File: src/rtl/rom_loader_pkg.sv
// rtl/rom_loader_pkg.sv - shared swap encodings, issue FSM states and the word swap helper
//   swap_word(data, mode, nbytes): transform of the low nbytes of data; upper bytes unused.

package rom_loader_pkg;

    localparam logic [1:0] SWAP_NONE = 2'd0;
    localparam logic [1:0] SWAP_BIT  = 2'd1;
    localparam logic [1:0] SWAP_BYTE = 2'd2;
    localparam logic [1:0] SWAP_BOTH = 2'd3;

    typedef enum logic [1:0] {
        ST_IDLE  = 2'd0,
        ST_ISSUE = 2'd1,
        ST_WAIT  = 2'd2
    } issue_state_t;

    // Bit reversal is applied per byte first, then the byte order of the
    // nbytes-wide word is reversed; for mode BOTH the two commute anyway.
    function automatic logic [63:0] swap_word(input logic [63:0] data,
                                              input logic [1:0]  mode,
                                              input int          nbytes);
        logic        bit_rev;
        logic        byte_rev;
        logic [63:0] bits_done;
        logic [63:0] result;
        bit_rev  = 1'b0;
        byte_rev = 1'b0;
        case (mode)
            SWAP_NONE: begin bit_rev = 1'b0; byte_rev = 1'b0; end
            SWAP_BIT:  begin bit_rev = 1'b1; byte_rev = 1'b0; end
            SWAP_BYTE: begin bit_rev = 1'b0; byte_rev = 1'b1; end
            SWAP_BOTH: begin bit_rev = 1'b1; byte_rev = 1'b1; end
        endcase
        bits_done = data;
        if (bit_rev) begin
            for (int b = 0; b < 8; b++) begin
                for (int k = 0; k < 8; k++) begin
                    bits_done[b*8+k] = data[b*8+7-k];
                end
            end
        end
        result = bits_done;
        if (byte_rev) begin
            for (int b = 0; b < 8; b++) begin
                if (b < nbytes) begin
                    result[b*8 +: 8] = bits_done[(nbytes-1-b)*8 +: 8];
                end
            end
        end
        return result;
    endfunction

endpackage

File: src/rtl/sync_fifo.sv
// rtl/sync_fifo.sv - single-clock FIFO with flush and occupancy count
//   clk, rst_n        : clock, asynchronous active-low reset
//   flush             : discard contents; a push in the same cycle becomes the only entry
//   push, wdata       : write strobe and data (caller guarantees not full unless flushing)
//   pop, rdata        : read strobe; rdata shows the head combinationally
//   count, empty, full: occupancy status

module sync_fifo #(
    parameter int W     = 16,
    parameter int DEPTH = 4
) (
    input  logic                       clk,
    input  logic                       rst_n,
    input  logic                       flush,
    input  logic                       push,
    input  logic [W-1:0]               wdata,
    input  logic                       pop,
    output logic [W-1:0]               rdata,
    output logic [$clog2(DEPTH):0]     count,
    output logic                       empty,
    output logic                       full
);

    localparam int PW = $clog2(DEPTH);
    localparam int CW = PW + 1;

    logic [W-1:0]  mem [DEPTH];
    logic [PW-1:0] wr_ptr;
    logic [PW-1:0] rd_ptr;
    logic [PW-1:0] wr_slot;

    assign wr_slot = flush ? '0 : wr_ptr;
    assign rdata   = mem[rd_ptr];
    assign empty   = (count == '0);
    assign full    = (count == CW'(DEPTH));

    always_ff @(posedge clk or negedge rst_n) begin
        if (!rst_n) begin
            wr_ptr <= '0;
            rd_ptr <= '0;
            count  <= '0;
        end else if (flush) begin
            wr_ptr <= PW'(push);
            rd_ptr <= '0;
            count  <= CW'(push);
        end else begin
            if (push) wr_ptr <= wr_ptr + PW'(1);
            if (pop)  rd_ptr <= rd_ptr + PW'(1);
            count <= count + CW'(push) - CW'(pop);
        end
    end

    always_ff @(posedge clk) begin
        if (push) mem[wr_slot] <= wdata;
    end

endmodule

File: src/rtl/rom_loader.sv
// rtl/rom_loader.sv - buffered ioctl ROM download into ddram with swap, size and copier-header detect
//   clk_sys, reset_n            : clock, asynchronous active-low reset
//   ioctl_download/wr/dout/wait : hps_io download side
//   swap_mode                   : 0 none, 1 bit-reverse per byte, 2 byte-reverse, 3 both
//   mem_addr/din/req, mem_ack   : toggle req/ack write port to the memory controller
//   rom_size, hdr_present/offset: download size and header detection result
//   done, overflow              : completion pulse, sticky dropped-write flag

module rom_loader
    import rom_loader_pkg::*;
#(
    parameter int DW        = 16,
    parameter int AW        = 24,
    parameter int DEPTH     = 4,
    parameter int HDR_BYTES = 512,
    parameter int HDR_ALIGN = 1024
) (
    input  logic          clk_sys,
    input  logic          reset_n,
    input  logic          ioctl_download,
    input  logic          ioctl_wr,
    input  logic [DW-1:0] ioctl_dout,
    output logic          ioctl_wait,
    input  logic [1:0]    swap_mode,
    output logic [AW-1:0] mem_addr,
    output logic [DW-1:0] mem_din,
    output logic          mem_req,
    input  logic          mem_ack,
    output logic [AW-1:0] rom_size,
    output logic          hdr_present,
    output logic [AW-1:0] hdr_offset,
    output logic          done,
    output logic          overflow
);

    localparam int            CW   = $clog2(DEPTH) + 1;
    localparam logic [AW-1:0] STEP = AW'(DW / 8);

    issue_state_t  state;
    logic          dl_q;
    logic          pending;
    logic          dl_start;
    logic          dl_end;
    logic          wr_req;
    logic          push;
    logic          pop;
    logic          req_idle;
    logic          hdr_hit;
    logic [DW-1:0] swapped;
    logic [DW-1:0] fifo_rdata;
    logic [CW-1:0] fifo_count;
    logic [CW-1:0] count_nxt;
    logic          fifo_empty;
    logic          fifo_full;

    assign dl_start = ioctl_download & ~dl_q;
    assign dl_end   = ~ioctl_download & dl_q;
    assign wr_req   = ioctl_wr & ioctl_download;
    // The flush on a start edge empties the FIFO, so a strobe in that cycle always fits.
    assign push     = wr_req & (dl_start | ~fifo_full);
    // A start edge aborts an ISSUE cycle; the flush discards the head anyway.
    assign pop      = (state == ST_ISSUE) & ~dl_start;
    assign req_idle = (mem_req == mem_ack);
    assign hdr_hit  = ((rom_size & AW'(HDR_ALIGN - 1)) == AW'(HDR_BYTES));
    assign swapped  = DW'(swap_word(64'(ioctl_dout), swap_mode, DW / 8));

    always_comb begin
        if (dl_start) count_nxt = CW'(push);
        else          count_nxt = fifo_count + CW'(push) - CW'(pop);
    end

    sync_fifo #(
        .W     (DW),
        .DEPTH (DEPTH)
    ) u_fifo (
        .clk   (clk_sys),
        .rst_n (reset_n),
        .flush (dl_start),
        .push  (push),
        .wdata (swapped),
        .pop   (pop),
        .rdata (fifo_rdata),
        .count (fifo_count),
        .empty (fifo_empty),
        .full  (fifo_full)
    );

    always_ff @(posedge clk_sys or negedge reset_n) begin
        if (!reset_n) begin
            state       <= ST_IDLE;
            dl_q        <= 1'b0;
            pending     <= 1'b0;
            ioctl_wait  <= 1'b0;
            mem_addr    <= '0;
            mem_din     <= '0;
            mem_req     <= 1'b0;
            rom_size    <= '0;
            hdr_present <= 1'b0;
            hdr_offset  <= '0;
            done        <= 1'b0;
            overflow    <= 1'b0;
        end else begin
            dl_q       <= ioctl_download;
            done       <= 1'b0;
            ioctl_wait <= (count_nxt >= CW'(DEPTH - 1));
            if (dl_start) begin
                // Returning to IDLE keeps an in-flight request honoured: IDLE
                // only issues again once mem_ack has caught up with mem_req.
                state       <= ST_IDLE;
                pending     <= 1'b0;
                mem_addr    <= '0;
                rom_size    <= push ? STEP : '0;
                hdr_present <= 1'b0;
                hdr_offset  <= '0;
                overflow    <= 1'b0;
            end else begin
                if (push)               rom_size <= rom_size + STEP;
                if (wr_req & fifo_full) overflow <= 1'b1;
                if (dl_end)             pending  <= 1'b1;
                case (state)
                    ST_IDLE: begin
                        if (!fifo_empty && req_idle) begin
                            state <= ST_ISSUE;
                        end else if (pending && fifo_empty && req_idle) begin
                            done        <= 1'b1;
                            pending     <= 1'b0;
                            hdr_present <= hdr_hit;
                            hdr_offset  <= hdr_hit ? AW'(HDR_BYTES) : '0;
                        end
                    end
                    ST_ISSUE: begin
                        mem_din <= fifo_rdata;
                        mem_req <= ~mem_req;
                        state   <= ST_WAIT;
                    end
                    ST_WAIT: begin
                        if (req_idle) begin
                            mem_addr <= mem_addr + STEP;
                            state    <= ST_IDLE;
                        end
                    end
                    default: state <= ST_IDLE;
                endcase
            end
        end
    end

endmodule

File: config.mk
export PLATFORM = sky130hd
export DESIGN_NAME = rom_loader
export DESIGN_NICKNAME = d
export VERILOG_FILES = /design/src/rtl/rom_loader_pkg.sv /design/src/rtl/sync_fifo.sv /design/src/rtl/rom_loader.sv
export SDC_FILE = /design/constraint.sdc
export NUM_CORES = 1
export LEC_CHECK = 0
export ABC_CLOCK_PERIOD_IN_PS = 5400
export BUFFER_PORTS_ARGS = -buffer_cell sky130_fd_sc_hd__buf_4
export CAP_MARGIN = 20
export CORE_AREA = 4 4 135 137
export CTS_CLUSTER_DIAMETER = 100
export DETAILED_ROUTE_END_ITERATION = 6
export DIE_AREA = 0 0 139 141
export PLACE_DENSITY_LB_ADDON = 0.12
export SYNTH_ARGS = -nofsm -noshare
export SYNTH_HDL_FRONTEND = slang
export SYNTH_SLANG_ARGS = --single-unit
export TNS_END_PERCENT = 20
File: constraint.sdc
create_clock -name clk_sys -period 5.4 [get_ports clk_sys]
set_input_delay 0.27 -clock clk_sys [delete_from_list [all_inputs] [get_ports clk_sys]]
set_output_delay 0.27 -clock clk_sys [all_outputs]
set_load 0.005 [all_outputs]
==> results by group, run 1 <==
Status
  • Status: finished clean

Timing
  • RSZ-0062 raised after global routing: false
  • Highest clock rate: 317 MHz
  • Final Max Tran Viols: 0
  • Final Hold Fails: 0
  • Max Clock Skew: 8.04 ps
  • Post-layout min period: 3150 ps
  • Slew margin rel.: 35.7%
  • Final TNS setup: 0 ps
  • Final setup fails: 0
  • Worst slew pin tran: 964 ps
  • Ratio of final minimum period to clock period: 58.3%

Floorplan
  • Die W: 139 um
  • Core area: 17100 um2
  • Initial Util: 39.6%
  • Row cnt: 48
  • Die height: 141 um
  • I/O pin count: 116
  • Die area: 19600 um2

Clock network
  • TritonCTS Buffers: 17
  • CTS tree: done
  • CTS max path bufs: 2
  • Clk_lat worst skew: 420 ps
  • Post_cts resized: 0
  • Post-CTS setup buffer count: 0
  • CTS Root Cell: clkbuf_16
  • H-tree levels: 4
  • Sink Count: 142
  • Cts hold-fix bufs: 0
  • CTS clk-pin slew, worst paths: 60 ps

Global route
  • All-layer global routing usage: 14.7%
  • M3 GR Usage: 3.70%
  • M2 GR Usage: 23.7%
  • Largest net degree at the start of global routing: 79
  • Met1 Usage GRT: 19.5%
  • Grt ovf: 0
  • Vias in the first global route: 4341
  • First-pass GRT wire length: 22900 um
  • Gr busiest metal: met2
  • Initial antenna violation count: 0

Drt
  • Final ANT Viol Nets: 0
  • WL/cell: 16.8 um
  • Final Routed Wirelength: 14100 um
  • Pre-Repair DR Iteration Count: 5
  • # DRC: 0
  • Initial DRC Count: 232
  • Routed via count: 4385
  • Via density: 5.23

Logic synthesis
  • Netlist cell types: 50
  • FFs w/ async S/R, synth: 54.9%
  • Largest area contributor in the netlist: dfrtp_1
  • Register area share after synthesis: 57.3%
  • Mapped Area: 6760 um2
  • Syn Inst Count: 512
  • Synth Flop Type: dfrtp_1
  • Area contributors post-synth: dfrtp_1 (29%), edfxtp_1 (28%), mux4_2 (11%), buf_4 (2.9%), mux2_2 (2.7%)
  • Avg Cell Area, Syn: 13.2 um2
  • Top cell type's share of synthesized area: 28.9%
  • EDFF count, synth: 64
  • YS warnings: 0
  • Synth Register Bits: 142

Layout
  • Antenna cell count: 0
  • Final design area excluding fillers: 8220 um2
  • NumNets Final: 628
  • P&R area growth vs syn: 21.7%
  • Layout cell share with drive strength beyond 1: 29.9%
  • Filler Cells Inserted: 1544

Job
  • Maxcap violations: 0

Power and ir drop
  • Leak: 3.37 nW
  • Total power: 3.39 mW
  • Power per standard cell area: 413 nW/um2
  • Worst vdd ir: 0.000261 V

Setup path
  • Worst EP required: 5760 ps
  • CP max FO: 18
  • WP data arrival: 3510 ps
  • Startpoint types: register
  • Setup CP Type: register to register
  • Setup crit end kind: register

Place
  • Routability cong.: 0.770
  • Post-DP HPWL: 9440 um
  • Placed cell areas: 7560 um2
  • PortBufs: 90

Worst hold path
  • Worst min-delay path class: input pin to register
-- cell usage in the layout, fill, tap and decap left out, types with 4 or more instances in the layout --
master / synthesis / routed
nand3_1: 14 / 14
mux2_2: 16 / 16
nor3_1: 13 / 12
mux4_2: 32 / 32
nor4_1: 9 / 9
mux2i_1: 10 / 10
buf_4: 26 / 94
a21oi_1: 13 / 13
nor2_1: 36 / 35
or4_1: 8 / 8
nand2_1: 39 / 39
inv_1: 8 / 8
nand4_1: 15 / 15
and3_1: 6 / 6
conb_1: 1 / 25
a41o_1: 8 / 8
a31oi_1: 9 / 9
o31ai_1: 8 / 8
ha_1: 4 / 4
and4_1: 4 / 4
xnor2_1: 14 / 14
edfxtp_1: 64 / 64
clkbuf_16: 0 / 17
xor2_1: 8 / 8
dfrtp_1: 78 / 78
nand2b_1: 11 / 11
bufinv_16: 0 / 4
-- metrics by stage --
step                      hold slack (ps)  worst slack (ps)  std cells  util (%)
after floorplan                     -25.6              2650        536         -
after global placement                456              2300        802      44.3
after detailed placement              461              2200        804      44.3
after CTS                            16.4              2180        836      48.0
after global routing                 29.0              1950        838      48.2
final                                41.5              2250        838      48.2
-- synth_stat cells (all sizes together), types with 2 or more instances --
library cell / count
a31oi: 9
clkbuf: 14
o21ai: 4
edfxtp: 64
nor4: 9
xnor2: 14
a21oi: 13
o31a: 2
nor2b: 4
nand3: 15
xor2: 8
mux4: 32
nor2: 36
and3: 6
a41o: 8
and4: 5
nor3: 13
nand2: 39
o21a: 3
mux2: 16
dfrtp: 78
nand2b: 11
nand4: 15
inv: 8
and2: 3
or4: 9
ha: 4
mux2i: 10
o31ai: 8
buf: 39
-- power by group --
group | internal [mW] | switching [mW]
Sequential | 1.30 | 0.138
Combinational | 0.391 | 0.332
Clock | 0.775 | 0.453
Total | 2.47 | 0.924
-- area by class of cell --
class	count	area (um2)	area share, %
flip-flops and latches	142	3870	47.1
multi-input cells	333	2660	32.4
repair buffers	98	753	9.16
clock buffers	19	433	5.27
well taps	225	282	3.43
clock inverters	13	186	2.27
inverters	8	30.0	0.365
-- logic make-up after synthesis --
logic type               Yosys count  synth area share (%)
other                              1                0.0555
AO/OA/AOI/OAI                     52                  5.41
buffers and inverters             61                  5.08
adder cells (fa/ha/maj)            5                  1.04
multiplexers                      58                  14.8
XOR/XNOR                          22                  2.85
AND/OR/NAND/NOR                  171                  13.4
flip-flops                       142                  57.3
-- critical path, cell delays in order (launching register included) --
cell and delay [ps]:
dfrtp_1 400, nor2b_1 250, and2_1 770, ha_1 370
inv_1 60, ha_1 150, inv_1 50, fa_1 370
xor2_1 160, and2_1 170, nor3_1 220, a21o_1 120
-- final timing paths --
check | cells after the start | to | slack, ps | startpoint
max in group asynchronous | 3 | mem_req | 4440 | reset_n
worst max-delay path | 11 | ioctl_wait | 2250 | state[1]
worst max register to register | 11 | ioctl_wait | 2250 | state[1]
worst min register to register | 1 | mem_din[5] | 510 | mem_din[5]
worst min-delay path | 1 | dl_q | 40 | ioctl_download
min in group asynchronous | 2 | rom_size[10] | 350 | reset_n
-- registers in the layout, indices dropped and copies added (netlist names), 2 cells and up --
register and flops:
rom_size 23, u_fifo.rd_ptr 2, mem_addr 23, u_fifo.mem 64, u_fifo.count 3, u_fifo.wr_ptr 2
mem_din 16, state 2
-- per-layer routing --
layer	wire, um	part of all wire, %	up-vias
li1	-	-	2063
met1	6220	44	2195
met2	6910	49	109
met3	726	5.2	18
met4	218	1.5	0
met5	0	0	-
Power figures use the tool's default switching activity.
==> run 2: changes to the inputs <==
--- a/config.mk
+++ b/config.mk
@@ -5,13 +5,14 @@
 export SDC_FILE = /design/constraint.sdc
 export NUM_CORES = 1
 export LEC_CHECK = 0
-export ABC_CLOCK_PERIOD_IN_PS = 5400
+export ABC_AREA = 1
+export ABC_CLOCK_PERIOD_IN_PS = 3050
 export BUFFER_PORTS_ARGS = -buffer_cell sky130_fd_sc_hd__buf_4
 export CAP_MARGIN = 20
-export CORE_AREA = 4 4 135 137
+export CORE_AREA = 4 4 139 141
 export CTS_CLUSTER_DIAMETER = 100
 export DETAILED_ROUTE_END_ITERATION = 6
-export DIE_AREA = 0 0 139 141
+export DIE_AREA = 0 0 143 145
 export PLACE_DENSITY_LB_ADDON = 0.12
 export SYNTH_ARGS = -nofsm -noshare
 export SYNTH_HDL_FRONTEND = slang
==> constraint.sdc (replaced) <==
create_clock -name clk_sys -period 3.05 [get_ports clk_sys]
set_input_delay 0.1525 -clock clk_sys [delete_from_list [all_inputs] [get_ports clk_sys]]
set_output_delay 0.1525 -clock clk_sys [all_outputs]
set_load 0.005 [all_outputs]
==> run 2 against run 1 <==
  * Core utilization is 0.79 points lower
  * Critical path depth is 1 lower
  * Combinational power increased by 87%
  * Cell area grew 3.6%
  * Clock skew hardly changed
  * Clock-buffer cell count down 2
  * Sequential power grew 68%
  * Global-route usage rose by 1.4 points
  * Via count up 29%
  * Worst hold slack gained 74 ps
  * Largest power group unchanged
==> results by group, run 2 <==
Setup path
  • R2R setup slack: 790 ps (-1460 ps)
  • Reg-to-reg startpoint: u_fifo.count[1]
  • CP max FO: 18 (unchanged)
  • Setup CP Type: register to register
  • Startpoint types: register
  • CP Buf/Inv Count: 2 (unchanged)
  • Critical path capture point: ioctl_wait
  • CP Depth: 10 (-1)
  • WP data arrival: 2600 ps (-910 ps)
  • Reg2reg path depth: 10 (-1)
  • CP max stage cell: dfrtp_1
  • Critical Path Max Stage Delay: 420 ps (-350 ps)
  • Worst Setup SP: u_fifo.count[1]
  • Setup crit end kind: register
  • Critical path, cell by cell: nor2_1, nand3_1, nand2_2, inv_2, ha_1, inv_1, fa_1, nor2_1, nand2_1, o21ai_0
  • Critical path's top delay family: simple AND/OR/NAND/NOR gates
  • CP most frequent cell: nor2_1
  • Worst R2R End: ioctl_wait
  • Worst EP required: 3390 ps (-2370 ps)

Layout
  • Final design area excluding fillers: 8510 um2 (+3.6%)
  • Most flop-heavy register: u_fifo.mem
  • Most frequent cells in the layout: nor2_1 (170), nand2_1 (158), buf_4 (102)
  • Most common cell after layout, fill and taps aside: nor2_1
  • Layout cell share with drive strength beyond 1: 16.8% (-13 points)
  • P&R area growth vs syn: 19.6%
  • Multi-input gate area: 2700 um2 (+1.6%)
  • Register Area: 3870 um2 (unchanged)
  • Largest register FFs: 64 (unchanged)
  • Non-Filler Instances: 1170 (+40%)
  • Antenna cell count: 0 (unchanged)
  • Biggest regs: u_fifo.mem (64), mem_addr (23), rom_size (23)
  • Final core utilization: 47.4% (-0.79 points)
  • Filler Cells Inserted: 1779 (+15%)
  • NumNets Final: 956 (+52%)

Timing
  • RSZ-0062 raised after global routing: false
  • Slew margin rel.: 37.2% (+1.5 points)
  • Final TNS setup: 0 ps (unchanged)
  • Final setup fails: 0 (unchanged)
  • Highest clock rate: 443 MHz (+39%)
  • Final Max Tran Viols: 0 (unchanged)
  • Max Clock Skew: 7.58 ps (-0.460 ps)
  • Worst slew pin tran: 941 ps (-22.8 ps)
  • Final Hold Fails: 0 (unchanged)
  • Post-route setup slack: 791 ps (-1460 ps)
  • Ratio of final minimum period to clock period: 74.1% (+16 points)
  • Hold WS: 115 ps (+73.7 ps)
  • Post-layout min period: 2260 ps (-891 ps)

Logic synthesis
  • Most instantiated library cell after synthesis: nor2_1
  • YS warnings: 0 (unchanged)
  • Register area share after synthesis: 54.4% (-2.9 points)
  • FFs w/ async S/R, synth: 54.9% (unchanged)
  • Mapped Area: 7120 um2 (+5.4%)
  • Largest area contributor in the netlist: dfrtp_1
  • Synth cell count leaders: nor2_1 (170), nand2_1 (159), dfrtp_1 (78), inv_1 (78), o21ai_0 (68)
  • EDFF count, synth: 64 (unchanged)
  • Syn Inst Count: 836 (+63%)
  • Synth Register Bits: 142 (unchanged)
  • Synth Flop Type: dfrtp_1
  • Netlist cell types: 36 (-28%)
  • Area contributors post-synth: dfrtp_1 (27%), edfxtp_1 (27%), nor2_1 (9.0%), nand2_1 (8.4%), o21ai_0 (4.8%)
  • Top cell type's share of synthesized area: 27.4% (-1.5 points)
  • Avg Cell Area, Syn: 8.51 um2 (-35%)

Floorplan
  • Die area: 20700 um2 (+5.8%)
  • I/O pin count: 116 (unchanged)
  • Row cnt: 49 (+2.1%)
  • Initial Util: 39.6% (about the same)
  • Die W: 143 um (+2.9%)
  • Core area: 18000 um2 (+5.3%)
  • Die height: 145 um (+2.8%)

Power and ir drop
  • Total power: 5.74 mW (+69%)
  • Switch share: 31.8% (+4.6 points)
  • Power per standard cell area: 674 nW/um2 (+63%)
  • Leak: 3.77 nW (+12%)
  • Int Power: 3.91 mW (+58%)
  • Worst vdd ir: 0.000461 V (+76%)
  • Sequential power share: 42.2% (-0.3 points)
  • Combinational share of power: 23.6% (+2.3 points)
  • Clock share of power: 34.3% (-1.9 points)
  • Switch Pwr: 1.83 mW (+98%)

Place
  • PortBufs: 90 (unchanged)
  • Place WS: 783 ps (-1420 ps)
  • Routability cong.: 0.772 (+0.29%)
  • Placed cell areas: 7930 um2 (+4.9%)
  • # placed instances: 1136 (+41%)
  • Post-DP HPWL: 11100 um (+18%)

Clock network
  • CTS Root Cell: clkbuf_16
  • H-tree levels: 4 (unchanged)
  • CTS tree: done
  • Post_cts resized: 0 (unchanged)
  • Clk_lat worst skew: 420 ps (about the same)
  • CTS clk-pin slew, worst paths: 60 ps (about the same)
  • Sink Count: 142 (unchanged)
  • TritonCTS Buffers: 17 (unchanged)
  • CTS max path bufs: 2 (unchanged)

Global route
  • Largest net degree at the start of global routing: 67 (-15%)
  • Initial antenna violation count: 0 (unchanged)
  • Grt ovf: 0 (unchanged)
  • All-layer global routing usage: 16.2% (+1.4 points)
  • Vias in the first global route: 5285 (+22%)
  • First-pass GRT wire length: 27000 um (+18%)

Drt
  • WL/cell: 14.0 um (-16%)
  • # DRC: 0 (unchanged)
  • Routed via count: 5655 (+29%)
  • Final ANT Viol Nets: 0 (unchanged)
  • Initial DRC Count: 233 (+0.43%)
  • Final Routed Wirelength: 16400 um (+17%)
  • Via density: 4.83 (-7.6%)
  • Pre-Repair DR Iteration Count: 5 (unchanged)

Status
  • Status: finished clean

Worst hold path
  • Worst min-delay path class: input pin to register

Job
  • Maxcap violations: 0 (unchanged)
==> run 2: cell types whose count changed in the layout (fill, tap and decap cells not counted), moves of 11 or more <==
| cell | delta |
|---|---|
| nand3_1 | +34 |
| a21oi_1 | +13 |
| nor2_1 | +135 |
| nand2b_1 | -11 |
| nand2_1 | +119 |
| inv_1 | +70 |
| mux4_2 | -32 |
| mux2_2 | -16 |
| o21ai_0 | +65 |
==> run 2: layout make-up <==
| cell class | count | area share, % |
|---|---|---|
| Clock inverter | 15 | 1.60 |
| Sequential cell | 142 | 45.5 |
| Clock buffer | 17 | 5.00 |
| Inverter | 81 | 3.57 |
| Tap cell | 229 | 3.37 |
| Timing Repair Buffer | 104 | 9.23 |
| Multi-Input combinational cell | 582 | 31.7 |
==> run 2: logic make-up (layout without fill, tap and decap cells) <==
kind of cell	count (synthesis)	after routing	share of synthesized area, %
buffers and inverters	136	217	9.19
DFF	142	142	54.4
AOI/OAI and AO/OA	124	124	9.46
and+or+nand+nor	423	423	25.3
adders and majority gates	5	5	0.985
xor gates and xnor gates	5	5	0.615
other	1	25	0.0527
==> run 2: power groups by stage <==
stage	sequential [mW]	combinational, mW	clock, mW
after floorplan	2.42	0.880	0
after global placement	2.45	1.37	0
after detailed placement	2.46	1.38	0
after CTS	2.42	1.38	2.02
after global routing	2.45	1.54	2.10
final	2.42	1.35	1.97
==> run 2: worst min-delay path, stage by stage <==
cell and delay [ps]:
buf_4 120, nand2_1 50, inv_1 50, nand3_1 60
a21oi_1 50
==> run 2: worst min path at each step <==
stage	start	endpoint	slack (ps)	cells after the start
3_5_place_dp	ioctl_download	dl_q	310	1
3_3_place_gp	ioctl_download	dl_q	310	1
4_1_cts	ioctl_wr	overflow	90	5
5_1_grt	ioctl_wr	overflow	140	5
2_1_floorplan	reset_n	dl_q	-140	0
6_report	ioctl_wr	overflow	120	5
==> run 2: timing repair <==
| action | CTS | global route |
|---|---|---|
| hold endpoints to repair | 65 | 0 |
| hold buffers | 2 | 0 |
| buffers inserted | 0 | 0 |
==> run 2: metal layers <==
metal	global-route usage [%]	wire, um
met4	4.75	210
met5	0	0
met1	22.3	7840
met2	25.8	7610
met3	3.19	765
